File: src/rtl/cpu_io_pkg.sv
// Shared word, timestamp and FIFO entry types for the CPUOut capture path.
package cpu_io_pkg;

  localparam int unsigned WORD_W = 32;
  localparam int unsigned TS_W   = 16;

  typedef logic [WORD_W-1:0] word_t;
  typedef logic [TS_W-1:0]   tstamp_t;

  typedef struct packed {
    word_t   data;
    tstamp_t ts;
  } entry_t;

endpackage

File: src/rtl/cpu_out_capture_if.sv
// Valid/ready output stream of cpu_out_capture plus occupancy/status.
// out_tstamp exists only when CPUOUT_TSTAMP_EN is defined.
interface cpu_out_capture_if
  import cpu_io_pkg::*;
#(
  parameter int unsigned DEPTH = 8,
  parameter int unsigned WIDTH = WORD_W
);

  localparam int unsigned CNT_W = $clog2(DEPTH + 1);

  logic [WIDTH-1:0] out_data;
  logic             out_valid;
  logic             out_ready;
  logic [CNT_W-1:0] out_count;
  logic             full;
  logic             overflow;
`ifdef CPUOUT_TSTAMP_EN
  tstamp_t          out_tstamp;

  modport master (
    output out_data, out_valid, out_count, full, overflow, out_tstamp,
    input  out_ready
  );

  modport slave (
    input  out_data, out_valid, out_count, full, overflow, out_tstamp,
    output out_ready
  );
`else
  modport master (
    output out_data, out_valid, out_count, full, overflow,
    input  out_ready
  );

  modport slave (
    input  out_data, out_valid, out_count, full, overflow,
    output out_ready
  );
`endif

endinterface

File: src/rtl/sync_fifo.sv
// Register-based synchronous FIFO; full/empty derive from the occupancy count.
// Caller guarantees push is only requested when a slot exists (or a pop frees one).
module sync_fifo #(
  parameter int unsigned DEPTH = 8,
  parameter type         T     = logic [31:0]
) (
  input  logic                       clk,
  input  logic                       rst,
  input  logic                       push_i,
  input  logic                       pop_i,
  input  T                           wdata_i,
  output T                           rdata_o,
  output logic                       valid_o,
  output logic                       full_o,
  output logic [$clog2(DEPTH+1)-1:0] count_o
);

  localparam int unsigned PTR_W = $clog2(DEPTH);
  localparam int unsigned CNT_W = $clog2(DEPTH + 1);

  T                 mem_q [DEPTH];
  logic [PTR_W-1:0] wr_ptr_q, wr_ptr_d;
  logic [PTR_W-1:0] rd_ptr_q, rd_ptr_d;
  logic [CNT_W-1:0] count_q, count_d;
  logic             valid_q, full_q;

  // Pointers wrap naturally since DEPTH is a power of two.
  always_comb begin
    wr_ptr_d = wr_ptr_q;
    rd_ptr_d = rd_ptr_q;
    count_d  = count_q;
    if (push_i) wr_ptr_d = wr_ptr_q + PTR_W'(1);
    if (pop_i)  rd_ptr_d = rd_ptr_q + PTR_W'(1);
    case ({push_i, pop_i})
      2'b10:   count_d = count_q + CNT_W'(1);
      2'b01:   count_d = count_q - CNT_W'(1);
      default: count_d = count_q;
    endcase
  end

  always_ff @(posedge clk or posedge rst) begin
    if (rst) begin
      for (int i = 0; i < int'(DEPTH); i++) mem_q[i] <= '0;
      wr_ptr_q <= '0;
      rd_ptr_q <= '0;
      count_q  <= '0;
      valid_q  <= 1'b0;
      full_q   <= 1'b0;
    end else begin
      if (push_i) mem_q[wr_ptr_q] <= wdata_i;
      wr_ptr_q <= wr_ptr_d;
      rd_ptr_q <= rd_ptr_d;
      count_q  <= count_d;
      valid_q  <= (count_d != '0);
      full_q   <= (count_d == CNT_W'(DEPTH));
    end
  end

  assign rdata_o = mem_q[rd_ptr_q];
  assign valid_o = valid_q;
  assign full_o  = full_q;
  assign count_o = count_q;

endmodule

File: src/rtl/cpu_out_capture.sv
// Captures every change of the CPU output word into a FIFO served on a valid/ready stream.
// Optional CPUOUT_TSTAMP_EN stores a 16-bit cycle stamp with each entry.
module cpu_out_capture
  import cpu_io_pkg::*;
#(
  parameter int unsigned DEPTH = 8,
  parameter int unsigned WIDTH = WORD_W
) (
  input  logic             CLK,
  input  logic             Reset,
  input  logic [WIDTH-1:0] CPUOut,
  cpu_out_capture_if.master out_if
);

  localparam int unsigned CNT_W = $clog2(DEPTH + 1);

  logic [WIDTH-1:0] last_q;
  logic             overflow_q;
  logic             chg_c, pop_c, push_c;
  logic             fifo_valid, fifo_full;
  logic [CNT_W-1:0] fifo_count;

  assign chg_c  = (CPUOut != last_q);
  assign pop_c  = fifo_valid && out_if.out_ready;
  assign push_c = chg_c && (!fifo_full || pop_c);

  // last_q follows CPUOut even when a word is dropped, so it is never retried.
  always_ff @(posedge CLK or posedge Reset) begin
    if (Reset) begin
      last_q     <= '0;
      overflow_q <= 1'b0;
    end else begin
      last_q <= CPUOut;
      if (chg_c && fifo_full && !pop_c) overflow_q <= 1'b1;
    end
  end

`ifdef CPUOUT_TSTAMP_EN
  tstamp_t tstamp_q;
  entry_t  wr_entry, rd_entry;

  always_ff @(posedge CLK or posedge Reset) begin
    if (Reset) tstamp_q <= '0;
    else       tstamp_q <= tstamp_q + 16'(1);
  end

  assign wr_entry = '{data: word_t'(CPUOut), ts: tstamp_q};

  sync_fifo #(
    .DEPTH (DEPTH),
    .T     (entry_t)
  ) u_fifo (
    .clk     (CLK),
    .rst     (Reset),
    .push_i  (push_c),
    .pop_i   (pop_c),
    .wdata_i (wr_entry),
    .rdata_o (rd_entry),
    .valid_o (fifo_valid),
    .full_o  (fifo_full),
    .count_o (fifo_count)
  );

  assign out_if.out_data   = WIDTH'(rd_entry.data);
  assign out_if.out_tstamp = rd_entry.ts;
`else
  logic [WIDTH-1:0] rd_word;

  sync_fifo #(
    .DEPTH (DEPTH),
    .T     (logic [WIDTH-1:0])
  ) u_fifo (
    .clk     (CLK),
    .rst     (Reset),
    .push_i  (push_c),
    .pop_i   (pop_c),
    .wdata_i (CPUOut),
    .rdata_o (rd_word),
    .valid_o (fifo_valid),
    .full_o  (fifo_full),
    .count_o (fifo_count)
  );

  assign out_if.out_data = rd_word;
`endif

  assign out_if.out_valid = fifo_valid;
  assign out_if.out_count = fifo_count;
  assign out_if.full      = fifo_full;
  assign out_if.overflow  = overflow_q;

endmodule

File: src/flat_wrapper.sv
// flat-port wrapper written by rule: the top's interface ports become plain ports
module cpu_out_capture_flat import cpu_io_pkg::*;
#(
  parameter int unsigned DEPTH = 8,
  parameter int unsigned WIDTH = WORD_W
)
  (CLK, Reset, CPUOut, out_if_out_data, out_if_out_valid, out_if_out_count, out_if_full, out_if_overflow, out_if_out_ready);
  cpu_out_capture_if #(.DEPTH(DEPTH), .WIDTH(WIDTH)) out_if_i ();
  input  logic CLK;
  input  logic Reset;
  input  logic [WIDTH-1:0] CPUOut;
  output wire logic [$bits(out_if_i.out_data)-1:0] out_if_out_data;
  output wire logic [$bits(out_if_i.out_valid)-1:0] out_if_out_valid;
  output wire logic [$bits(out_if_i.out_count)-1:0] out_if_out_count;
  output wire logic [$bits(out_if_i.full)-1:0] out_if_full;
  output wire logic [$bits(out_if_i.overflow)-1:0] out_if_overflow;
  input wire logic [$bits(out_if_i.out_ready)-1:0] out_if_out_ready;
  assign out_if_out_data = out_if_i.out_data;
  assign out_if_out_valid = out_if_i.out_valid;
  assign out_if_out_count = out_if_i.out_count;
  assign out_if_full = out_if_i.full;
  assign out_if_overflow = out_if_i.overflow;
  assign out_if_i.out_ready = out_if_out_ready;
  cpu_out_capture #(.DEPTH(DEPTH), .WIDTH(WIDTH)) u_core (.CLK(CLK), .Reset(Reset), .CPUOut(CPUOut), .out_if(out_if_i));
endmodule
File: config.mk
export PLATFORM = sky130hd
export DESIGN_NAME = cpu_out_capture_flat
export DESIGN_NICKNAME = d
export VERILOG_FILES = /design/src/rtl/cpu_io_pkg.sv /design/src/rtl/cpu_out_capture_if.sv /design/src/rtl/sync_fifo.sv /design/src/rtl/cpu_out_capture.sv /design/src/flat_wrapper.sv
export SDC_FILE = /design/constraint.sdc
export NUM_CORES = 1
export LEC_CHECK = 0
export CORE_ASPECT_RATIO = 1.75
export CORE_MARGIN = 2
export CORE_UTILIZATION = 50
export CTS_BUF_LIST = sky130_fd_sc_hd__clkbuf_2
export DETAILED_ROUTE_END_ITERATION = 8
export DONT_BUFFER_PORTS = 1
export GPL_TIMING_DRIVEN = 1
export PLACE_DENSITY_LB_ADDON = 0.25
export SYNTH_ARGS = -nofsm -noshare
export SYNTH_HDL_FRONTEND = slang
export SYNTH_HIERARCHICAL = 1
export SYNTH_SLANG_ARGS = --single-unit
File: constraint.sdc
create_clock -name CLK -period 24.5 [get_ports CLK]
set_clock_uncertainty 0.2 [all_clocks]
set_input_delay 4.9 -clock CLK [delete_from_list [all_inputs] [get_ports CLK]]
set_output_delay 4.9 -clock CLK [all_outputs]
set_load 0.02 [all_outputs]
# --- After elaboration in Yosys (flattened, before gate mapping) ---
# Cells that the tools add are included.
totals:
  in_bits: 35
  romBits: 0
  elab_cells: 44
  out_inout_bits: 39
  register_bits: 301
  memories: 0
  ram_bits: 0
  latch_bits: 0
op_classes:
  n_mul: 0
  add_sub_neg: 4
  eq_ne: 4
  magnitude_cmp: 3
  n_div: 0
  shift: 0
  bitwise: 2
  n_reduce_logical: 9
  muxes: 7
op_table:
  columns: ["operator", "n"]
  rows:
  - ["bitwise mux 256 bit", 1]
  - ["binary-select mux 32 bit (select 3 bit)", 1]
  - ["demux 32 bit (select 3 bit)", 1]
  - ["two-way mux 32 bit", 3]
  - ["!= test 32 bit", 1]
  - [">= comparator 4 bit (second input constant)", 2]
  - ["NOT 3 -> 4 bit", 2]
  - ["case mux 4 bit (2 select lines)", 1]
  - ["adder 3 x 1 -> 3 bit (second input constant)", 2]
  - ["logical AND 1 bit", 5]
  - ["adder 4 x 1 -> 4 bit (second input constant)", 1]
  - ["equality test 4 bit (second input constant)", 1]
  - ["< comparator 4 x 1 -> 1 bit (second input constant)", 1]
  - ["nonzero test 4 bit", 1]
  - ["subtractor 4 x 1 -> 4 bit (second input constant)", 1]
  - ["equality test 2 x 1 -> 1 bit (second input constant)", 1]
  - ["equality test 2 bit (second input constant)", 1]
  - ["zero test 1 bit", 2]
  - ["logical OR 1 bit", 1]

# --- Depth between registers and ports, before layout ---
logic_depth:
  depth_word: 6
  mapped_depth: 15
  depth_no_buf: 13

# --- By module ---
# Netlist, hierarchy kept.
by_module_without_submodules:
  columns: ["module", "area_each_um2", "seq_area_each_um2", "instances", "cells_per_inst"]
  rows:
  - ["sync_fifo", 12102.9, 6706.4, 1, 717]
  - ["cpu_out_capture", 1199.9, 825.8, 1, 82]

# --- Least setup slack after synthesis ---
# Ideal clock, no wire load.
synth_timing:
  path_kind: "input-to-reg"
  start: "input port CPUOut[22]"
  end: "register u_core.u_fifo.full_q (netlist: u_core/u_fifo/full_o)"
  path_stages: 15
  setup_slack_ps: 16996
  n_path_buf: 2
  t_arrival_ps: 7226
  setup_ps: 78
  t_required_ps: 24222
  path_cell_list: "xor2_1 > nor4_1 > nand4_1 > nor2_1 > a21oi_1 > buf_2 > inv_1 > ha_1 > clkbuf_1 > xor2_1 > ha_1 > a21oi_1 > xnor3_1 > o21ai_0 > a21boi_1"
synth_via:
  elab_chain_len: 5
  elab_cells_between_ends: 6
  cone_classes: "eq/ne (4); mux (1); reduce/logical (1)"
synth_rtl:
  columns: ["element", "line", "source"]
  rows:
  - ["start, declared", "flat_wrapper.sv:11", "input logic [WIDTH-1:0] CPUOut;"]
  - ["!= test 32 bit *", "cpu_out_capture.sv:23", "assign chg_c = (CPUOut != last_q);"]
  - ["logical AND 1 bit *", "cpu_out_capture.sv:25", "assign push_c = chg_c && (!fifo_full || pop_c);"]
  - ["via u_core.push_c", "cpu_out_capture.sv:19", "logic chg_c, pop_c, push_c;"]
  - ["equality test 2 x 1 -> 1 bit / equality test 2 bit (equally long branches)", "sync_fifo.sv:34", "case ({push_i, pop_i})"]
  - ["case mux 4 bit (2 select lines) *", "sync_fifo.sv:34", null]
  - ["equality test 4 bit *", "sync_fifo.sv:55", "full_q <= (count_d == CNT_W'(DEPTH));"]
  - ["end signal, assigned", "sync_fifo.sv:55", null]
  - ["end, declared", "sync_fifo.sv:25", "logic valid_q, full_q;"]
# Mark *: on every way through the listed nets, which the timed path passes. The rest lies on a longest branch.
# A chain may end at the register's enable or synchronous reset.

# --- Final worst setup path ---
layout_timing:
  start: "register u_core.u_fifo.rd_ptr_q[1]"
  end: "output port out_if_out_data[28]"
layout_via:
  elab_chain_len: 4
layout_rtl:
  columns: ["element", "line", "source"]
  rows:
  - ["start, declared", "sync_fifo.sv:23", "logic [PTR_W-1:0] rd_ptr_q, rd_ptr_d;"]
  - ["start signal, assigned", "sync_fifo.sv:52", "rd_ptr_q <= rd_ptr_d;"]
  - ["NOT 3 -> 4 bit (not written as such)", "sync_fifo.sv:59", "assign rdata_o = mem_q[rd_ptr_q];"]
  - ["binary-select mux 32 bit (select 3 bit)", "sync_fifo.sv:59", null]
  - ["two-way mux 32 bit (not written as such) (2 in a row)", "sync_fifo.sv:59", null]
  - ["end, declared", "flat_wrapper.sv:12", "output wire logic [$bits(out_if_i.out_data)-1:0] out_if_out_data;"]
# Every way passes these cells. The select of a mux whose other input is x is not followed.

==> out/metrics.cfg <==
[floorplanning]
die_area_mm2=0.0280
dieHeight_um=220
num_rows=79
core_mm2=0.0264
die_x_um=127
initial_core_util_pct=50.4
io_pins=74

[clocking]
clk_path_buf_depth=3
clkTransAtPathRegs_ns=0.10
clkLatencyLatePin_ns=0.93
cts_buffers=70
cts_resized=0
htreeDepth=3
ctsHoldBuffers=0
cts_root_buffer=clkbuf_2
cts_tree=built
cts_setup_buffers=0
clock_sinks=301

[sta]
period_needed_ns=8.63
final-hold-violation-count=0
setup_tns_ns=0
slew-limit-headroom_pct=28.2
post-route-period-util_pct=35.2
fmax_mhz=116
worst-slew-pin-transition_ns=1.08
rsz0062_at_grt=false
setup_violations=0
maxSlewViolCount=0
layout_setup_ws_ns=15.87

[drt]
wire_per_inst_um=24.0
ant_nets=0
route.vias.total=7059
drt_iter0_drc=295
firstDrtPassIters=4
drt_wl_total_um=28900
remaining_drc_errors=0
via_per_inst=5.86

[synthesis]
yosysTopAreaCell=dfrtp_1
yosysWarnings=6
synth_cells=799
syn_area_per_cell_um2=16.6
synth_area_mm2=0.0133
synth_top_area_share_pct=56.6
synth_cell_types=35
yosysSeqAreaShare_pct=56.6
synth_ff_type=dfrtp_1
synth_area_leaders=dfrtp_1, mux2_2, mux4_2
synth_edf_count=0
syn_nets=839
synth-seq-cells=301
async_reset_ff_share_pct=100

[power_and_ir_drop]
power.leakage_nw=5.95
vdd_ir_drop_max_uv=84.5
p_per_area_mw_per_mm2=150
total_power_mw=2.13

[hold_path]
min_from=u_core/u_fifo/mem_q[125]
hold_path_class=reg -> reg

[worst_setup_path]
cp-startpoint=u_core/u_fifo/rd_ptr_q[1]
end_kind=output port
worst_setup_path_start_kind=register
crit_required_ns=19.40
worstPathMaxFanout=35
cp.arrival_ns=3.53
crit_type=reg -> out
r2r_start=u_core/last_q[6]

[placement]
pre_cts_ws_ns=16.08
gp_congestion=0.787
hpwl_um=17500
port_buffers=0
dp_cells=1088

[grt]
grt_pass1_wl_um=46600
globalRouteOverflowTotal=0
grt_pass1_vias=8187
grt_usage_pct=22.0
grt_antenna_before_repair=1
grt_max_degree=115

[finish]
fin_cells=1205
drive_gt1_share_pct=54.4
postLayoutCoreUtil_pct=53.7
nNetsFinal=876
area_growth_pct=6.51

[flow_run]
maxCapViolations=0

[run_status]
outcome=completed

worst max-delay path, stage by stage (launching register included):
cell and delay (ns):
dfrtp_2 1.03, buf_4 0.63, mux4_2 0.57, mux2_2 0.37
Yosys cell counts, types with 3 or more instances:
library cell / count
dfrtp_1: 301
mux2_2: 282
mux4_2: 63
xor2_1: 37
buf_2: 20
buf_4: 12
clkbuf_1: 9
mux2_1: 9
nor4_1: 8
nand2_1: 7
buf_6: 5
ha_1: 5
inv_1: 4
nand4b_1: 4
nand4_1: 3
nor2_1: 3
xnor2_1: 3
registers in the layout, indices dropped and copies added, names as in the netlist:
| register | count |
|---|---|
| u_core/last_q | 32 |
| u_core/u_fifo/count_o | 4 |
| u_core/u_fifo/valid_o | 1 |
| u_core/u_fifo/full_o | 1 |
| u_core/u_fifo/wr_ptr_q | 3 |
| u_core/u_fifo/mem_q | 256 |
| u_core/out_if.overflow | 1 |
| u_core/u_fifo/rd_ptr_q | 3 |
power breakdown:
| part | internal, mW | leakage (nW) | switching (mW) |
|---|---|---|---|
| Combinational | 0.505 | 1.96 | 0.394 |
| Clock | 0.134 | 0.484 | 0.190 |
| Sequential | 0.732 | 3.51 | 0.172 |
cell type report:
type / instances / area (µm²)
repair buffers: 13 / 97.6
well taps: 324 / 405
fillers: 2138 / 12200
clock buffers: 107 / 536
clock inverters: 8 / 83.8
flip-flops and latches: 301 / 7540
inverters: 4 / 22.5
multi-input cells: 446 / 5480
diodes: 2 / 5.00
logic make-up after synthesis:
| kind of cell | after synthesis | share of synthesized area [%] |
|---|---|---|
| adders and majority gates | 5 | 0.470 |
| xor gates and xnor gates | 41 | 2.80 |
| buffers and inverters | 52 | 2.28 |
| DFF | 301 | 56.6 |
| and+or+nand+nor | 37 | 1.95 |
| muxes | 355 | 35.5 |
| AOI/OAI and AO/OA | 8 | 0.386 |
metrics by stage:
step,hold slack [ns],instance area [µm²]
floorplan,0.252,13300
global placement,0.263,13500
detailed placement,0.274,13500
CTS,0.295,14200
global route,0.317,14200
finish,0.294,14200
cell usage in the layout, fill, tap and decap left out, types with 3 or more instances in the layout:
cell      Yosys  routed
ha_1          5       5
mux4_2       63      63
nor2_1        3       3
nor4_1        8       8
nand4b_1      4       4
inv_1         4       3
nand4_1       3       3
nand2_1       7       7
buf_4        12      13
mux2_2      282     282
dfrtp_1     301     298
clkbuf_2      0     107
mux2_1        9       9
clkinv_1      0       5
xor2_1       37      37
xnor2_1       3       3
metal layers:
layer  track usage, %  vias to the layer above  part of all wire, %
li1                 -                     3070                    -
met1             25.7                     3790                   39
met2             39.1                      149                   54
met3             5.29                       50                  4.6
met4             8.28                        0                  2.6
met5                0                        -                    0
path summary, 6_finish.rpt:
kind                                              to  slack (ns)  cells past startpoint
max reg2reg                     u_core/u_fifo/full_o       20.36                     13
min                         u_core/u_fifo/mem_q[125]        0.29                      1
max in group asynchronous  u_core/u_fifo/rd_ptr_q[0]       17.75                      3
min reg2reg                 u_core/u_fifo/mem_q[125]        0.29                      1
min in group asynchronous   u_core/u_fifo/mem_q[130]        3.74                      1
max                              out_if_out_data[28]       15.87                      3
Note: power is estimated with default switching activity, not from simulation.
